--- src/rtl/column_frame_strobe_ctrl.sv ---
// rtl/column_frame_strobe_ctrl.sv - per-column one-hot FrameStrobe generator
module column_frame_strobe_ctrl #(
    parameter int FrameBitsPerRow  = 32,
    parameter int MaxFramesPerCol  = 20,
    parameter int ColSelectWidth   = 5,
    parameter int FrameSelectWidth = 5,
    parameter int Col              = 0,
    parameter int StrobeWidth      = 2,
    parameter int GapCycles        = 1
) (
    input  logic                       CLK,
    input  logic                       Reset,
    input  logic [FrameBitsPerRow-1:0] FrameAddressRegister,
    input  logic                       FrameAddressValid,
    output logic                       FrameAddressReady,
    output logic [MaxFramesPerCol-1:0] FrameStrobe,
    output logic                       Busy,
    output logic                       ErrFrameIdx,
    input  logic                       ErrClear
);

    localparam int CntMax = (StrobeWidth > GapCycles) ? StrobeWidth : GapCycles;
    localparam int CntW   = $clog2(CntMax) + 1;

    typedef enum logic [1:0] {
        IDLE   = 2'd0,
        STROBE = 2'd1,
        GAP    = 2'd2
    } state_t;

    state_t                      state;
    logic [CntW-1:0]             cnt;
    logic [ColSelectWidth-1:0]   colField;
    logic [FrameSelectWidth-1:0] frameField;
    logic                        accept;
    logic                        colMatch;
    logic                        frameOk;
    logic                        unusedAddrBits;

    assign colField   = FrameAddressRegister[FrameBitsPerRow-1 -: ColSelectWidth];
    assign frameField = FrameAddressRegister[FrameSelectWidth-1:0];
    // Bits between the column and frame fields carry no meaning for this column.
    assign unusedAddrBits = ^FrameAddressRegister[FrameBitsPerRow-ColSelectWidth-1:FrameSelectWidth];

    assign FrameAddressReady = (state == IDLE) && !Reset;
    assign accept            = FrameAddressValid && FrameAddressReady;
    assign colMatch          = (colField == ColSelectWidth'(Col));
    assign frameOk           = (32'(frameField) < 32'(MaxFramesPerCol));

    always_ff @(posedge CLK) begin
        if (Reset) begin
            state       <= IDLE;
            cnt         <= '0;
            FrameStrobe <= '0;
            Busy        <= 1'b0;
            ErrFrameIdx <= 1'b0;
        end else begin
            // A bad index on a matching word wins over a simultaneous clear.
            if (accept && colMatch && !frameOk)
                ErrFrameIdx <= 1'b1;
            else if (ErrClear)
                ErrFrameIdx <= 1'b0;

            case (state)
                IDLE: begin
                    if (accept && colMatch && frameOk) begin
                        state       <= STROBE;
                        Busy        <= 1'b1;
                        cnt         <= CntW'(StrobeWidth - 1);
                        FrameStrobe <= MaxFramesPerCol'(1) << frameField;
                    end
                end
                STROBE: begin
                    if (cnt == '0) begin
                        FrameStrobe <= '0;
                        if (GapCycles > 0) begin
                            state <= GAP;
                            cnt   <= CntW'(GapCycles - 1);
                        end else begin
                            state <= IDLE;
                            Busy  <= 1'b0;
                        end
                    end else begin
                        cnt <= cnt - 1'b1;
                    end
                end
                GAP: begin
                    if (cnt == '0) begin
                        state <= IDLE;
                        Busy  <= 1'b0;
                    end else begin
                        cnt <= cnt - 1'b1;
                    end
                end
                default: begin
                    state       <= IDLE;
                    Busy        <= 1'b0;
                    FrameStrobe <= '0;
                end
            endcase
        end
    end

endmodule
--- config.mk ---
export PLATFORM = sky130hd
export DESIGN_NAME = column_frame_strobe_ctrl
export DESIGN_NICKNAME = d
export VERILOG_FILES = /design/src/rtl/column_frame_strobe_ctrl.sv
export SDC_FILE = /design/constraint.sdc
export NUM_CORES = 1
export LEC_CHECK = 0
export ABC_AREA = 1
export CORE_ASPECT_RATIO = 1.4
export CORE_MARGIN = 2
export CORE_UTILIZATION = 39
export CTS_BUF_LIST = sky130_fd_sc_hd__clkbuf_16
export CTS_CLUSTER_DIAMETER = 30
export DETAILED_ROUTE_END_ITERATION = 6
export PLACE_DENSITY = 0.84
export SLEW_MARGIN = 10
export SYNTH_ARGS = -nofsm -noshare
export SYNTH_HDL_FRONTEND = slang
export SYNTH_SLANG_ARGS = --single-unit
--- constraint.sdc ---
create_clock -name CLK -period 1.7 [get_ports CLK]
set_clock_uncertainty 0.1 [all_clocks]
set_input_delay 0.34 -clock CLK [delete_from_list [all_inputs] [get_ports CLK]]
set_output_delay 0.34 -clock CLK [all_outputs]
set_load 0.005 [all_outputs]
==> qor.yml <==
max-cap-violations: 0
cts_buffers: 3
clock-root-buffer: "clkbuf_16"
grt_pass1_wl_um: 5850
synth-simple-area-share_pct: 36.8
nets: 320
synth_top_family_by_area: "simple AND/OR/NAND/NOR gates"
hold_depth: 3
synth_warnings: 0
tritoncts: "done"
final_max_slew_viol_count: 0
worst_slack_ns: 0.0587
routed_wl_um: 3440
drt_iter0_markers: 44
period_needed_ns: 1.64
place_area_sq_mm: 0.00198
via_count: 1541
dpl.hpwl_um: 2380
drive_above_1_share_pct: 15.3
clk_latency_ns: 0.26
gp_congestion: 0.912
slowest_stage: "dfxtp_2"
slew_headroom_pct: 83.9
worst_setup_path_start_kind: "register"
initial_core_util_pct: 40.4
cellPowerDensity_mw_per_mm2: 1900
grt_usage_pct: 16.5
die_area_sq_mm: 0.00425
synth_nets: 266
syn2layout_area_growth_pct: 48.5
hold_class: "input port to register"
synth.yosys.seq_area_share_pct: 35.7
rrSetupSlack_ns: 0.09
route.detailed.drc: 0
core_area_sq_mm: 0.00361
synthAdderAreaFrac_pct: 6.86
grt_pass1_vias: 1422
gr-total-overflow: 0
setup_tns_ns: 0
syn_area_per_cell_sq_um: 6.57
firstDrtPassIters: 4
synth_seq_cells: 26
critPathKind: "register to primary output"
clkTransAtPathRegs_ns: 0.06
syn_inst: 222
avgRoutedWirePerCell_um: 10.8
worst_slew_pin_slew_ns: 0.240
pre_cts_slack_ns: -0.235
crit_chain: "inv_2 -> ha_4 -> nand2_4 -> inv_1 -> dlygate4sd2_1"
synth_xor_area_share_pct: 0
die_w_um: 55.7
io_pins: 59
fmax_mhz: 609
yosysUniqueCellTypes: 19
yosysMostFrequentCell: "nand2_1"
synth.cell_area_sq_mm: 0.00146
fill_cells: 315
port_buffers: 36
leakagePower_nw: 0.997
setup_viol: 0
grt_max_degree: 41
fp.dieH_um: 76.4
vdd_drop_max_uv: 1310
cts_max_level: 1
synth_compound_area_share_pct: 10.6
antenna_found_initial: 0
synthTopCellsByArea: "dfxtp_1, nand2_1, nor2_1"
clockBufferDepth: 2
period_share_pct: 96.5
synthMuxAreaShare_pct: 0
cp-end-kind: "primary output"
yosysTopAreaCell: "dfxtp_1"
num_rows: 26
finalInstanceArea_sq_mm: 0.00217
cp.required_ns: 1.26
yosysTopAreaCellShare_pct: 35.7
whs_ns: 0.291
cts.sinks: 26
synth_common_cells: "nand2_1, nor2_1, dfxtp_1"
max_stage_delay_ns: 0.35
insertedDiodeCount: 0
routed_via_density: 4.86
synth_edf_count: 0
hold_viol: 0
critPathMaxFanout: 3
reg2reg_depth: 8
ys.flop_type: "dfxtp_1"
drtAntennaViolNets: 0
worstPathArrival_ns: 1.20
postSynth.asyncResetShare_pct: 0
outcome: "completed"
[final timing paths]
kind	from	to
max	state[1]	FrameAddressReady
min	Reset	ErrFrameIdx
max reg2reg	state[1]	FrameStrobe[18]
min reg2reg	ErrFrameIdx	ErrFrameIdx
[worst max-delay path, delay by kind of cell, from the launching register on]
family / cells / cell delay (ns)
adder cells (fa/ha/maj): 1 / 0.17
buffers and inverters: 3 / 0.35
flip-flops: 1 / 0.35
AND/OR/NAND/NOR: 1 / 0.08
[power by group]
group	switching [mW]	internal (mW)
Combinational	1.27	1.32
Clock	0.200	0.314
Sequential	0.135	0.880
[state kept, by name (all words and copies together), names as in the netlist]
register	cells
Busy	1
ErrFrameIdx	1
FrameStrobe	20
cnt	2
state	2
[metrics by stage]
| step | power (mW) | instances | util (%) |
|---|---|---|---|
| after floorplan | 2.46 | 222 | - |
| after global placement | 3.25 | 310 | 54.9 |
| after detailed placement | 3.31 | 310 | 54.9 |
| after CTS | 3.88 | 314 | 57.5 |
| after global routing | 4.51 | 317 | 60.0 |
| final | 4.12 | 317 | 60.0 |
[area by class of cell]
class,count,area [sq um],share of cell area [%]
sequential,26,523,24.1
clock buffer,3,75.1,3.47
inverter,21,78.8,3.64
timing repair buffer,59,594,27.4
multi-input combinational,165,838,38.7
tap,42,52.6,2.43
clock inverter,1,3.75,0.173
[kinds of logic (layout without fill, tap and decap cells)]
family / Yosys count / count (layout)
fa+ha+maj: 8 / 8
simple gates: 127 / 127
compound gates: 30 / 30
flops: 26 / 26
buf+inv: 31 / 84
[cells in the final DEF, fill, tap and decap left out]
master and n:
nor2_2 2, inv_1 18, ha_4 1, nand3_2 1, nand3_1 25, a21oi_4 1
clkbuf_16 5, o21a_1 1, nor3_2 2, clkinv_1 1, inv_2 3, buf_12 2
nand4_1 1, clkdlybuf4s50_1 34, dlymetal6s2s_1 1, o21ai_1 1, nand2_1 58, dfxtp_1 24
ha_1 7, nand2_4 2, a21oi_1 24, nor2_1 34, nand2_2 1, buf_4 19
nor2_4 1, dfxtp_2 2, a21boi_0 1, dlygate4sd2_1 1, o21ai_0 2
[routing by layer]
metal	track usage (%)	vias to the layer above	part of all wire, %
met5	0	-	0
met1	18.4	693	40
met2	30.8	29	56
li1	-	812	-
met4	6.34	0	1.4
met3	2.21	7	2.9
[repair_timing]
item,CTS,global route
endpoints found under the setup margin,1,25
setup buffers,0,1
pin swaps,1,2
hold buffers,0,0
gates resized for setup,6,10
gates cloned,0,2
Note: power is estimated with default switching activity, not from simulation.
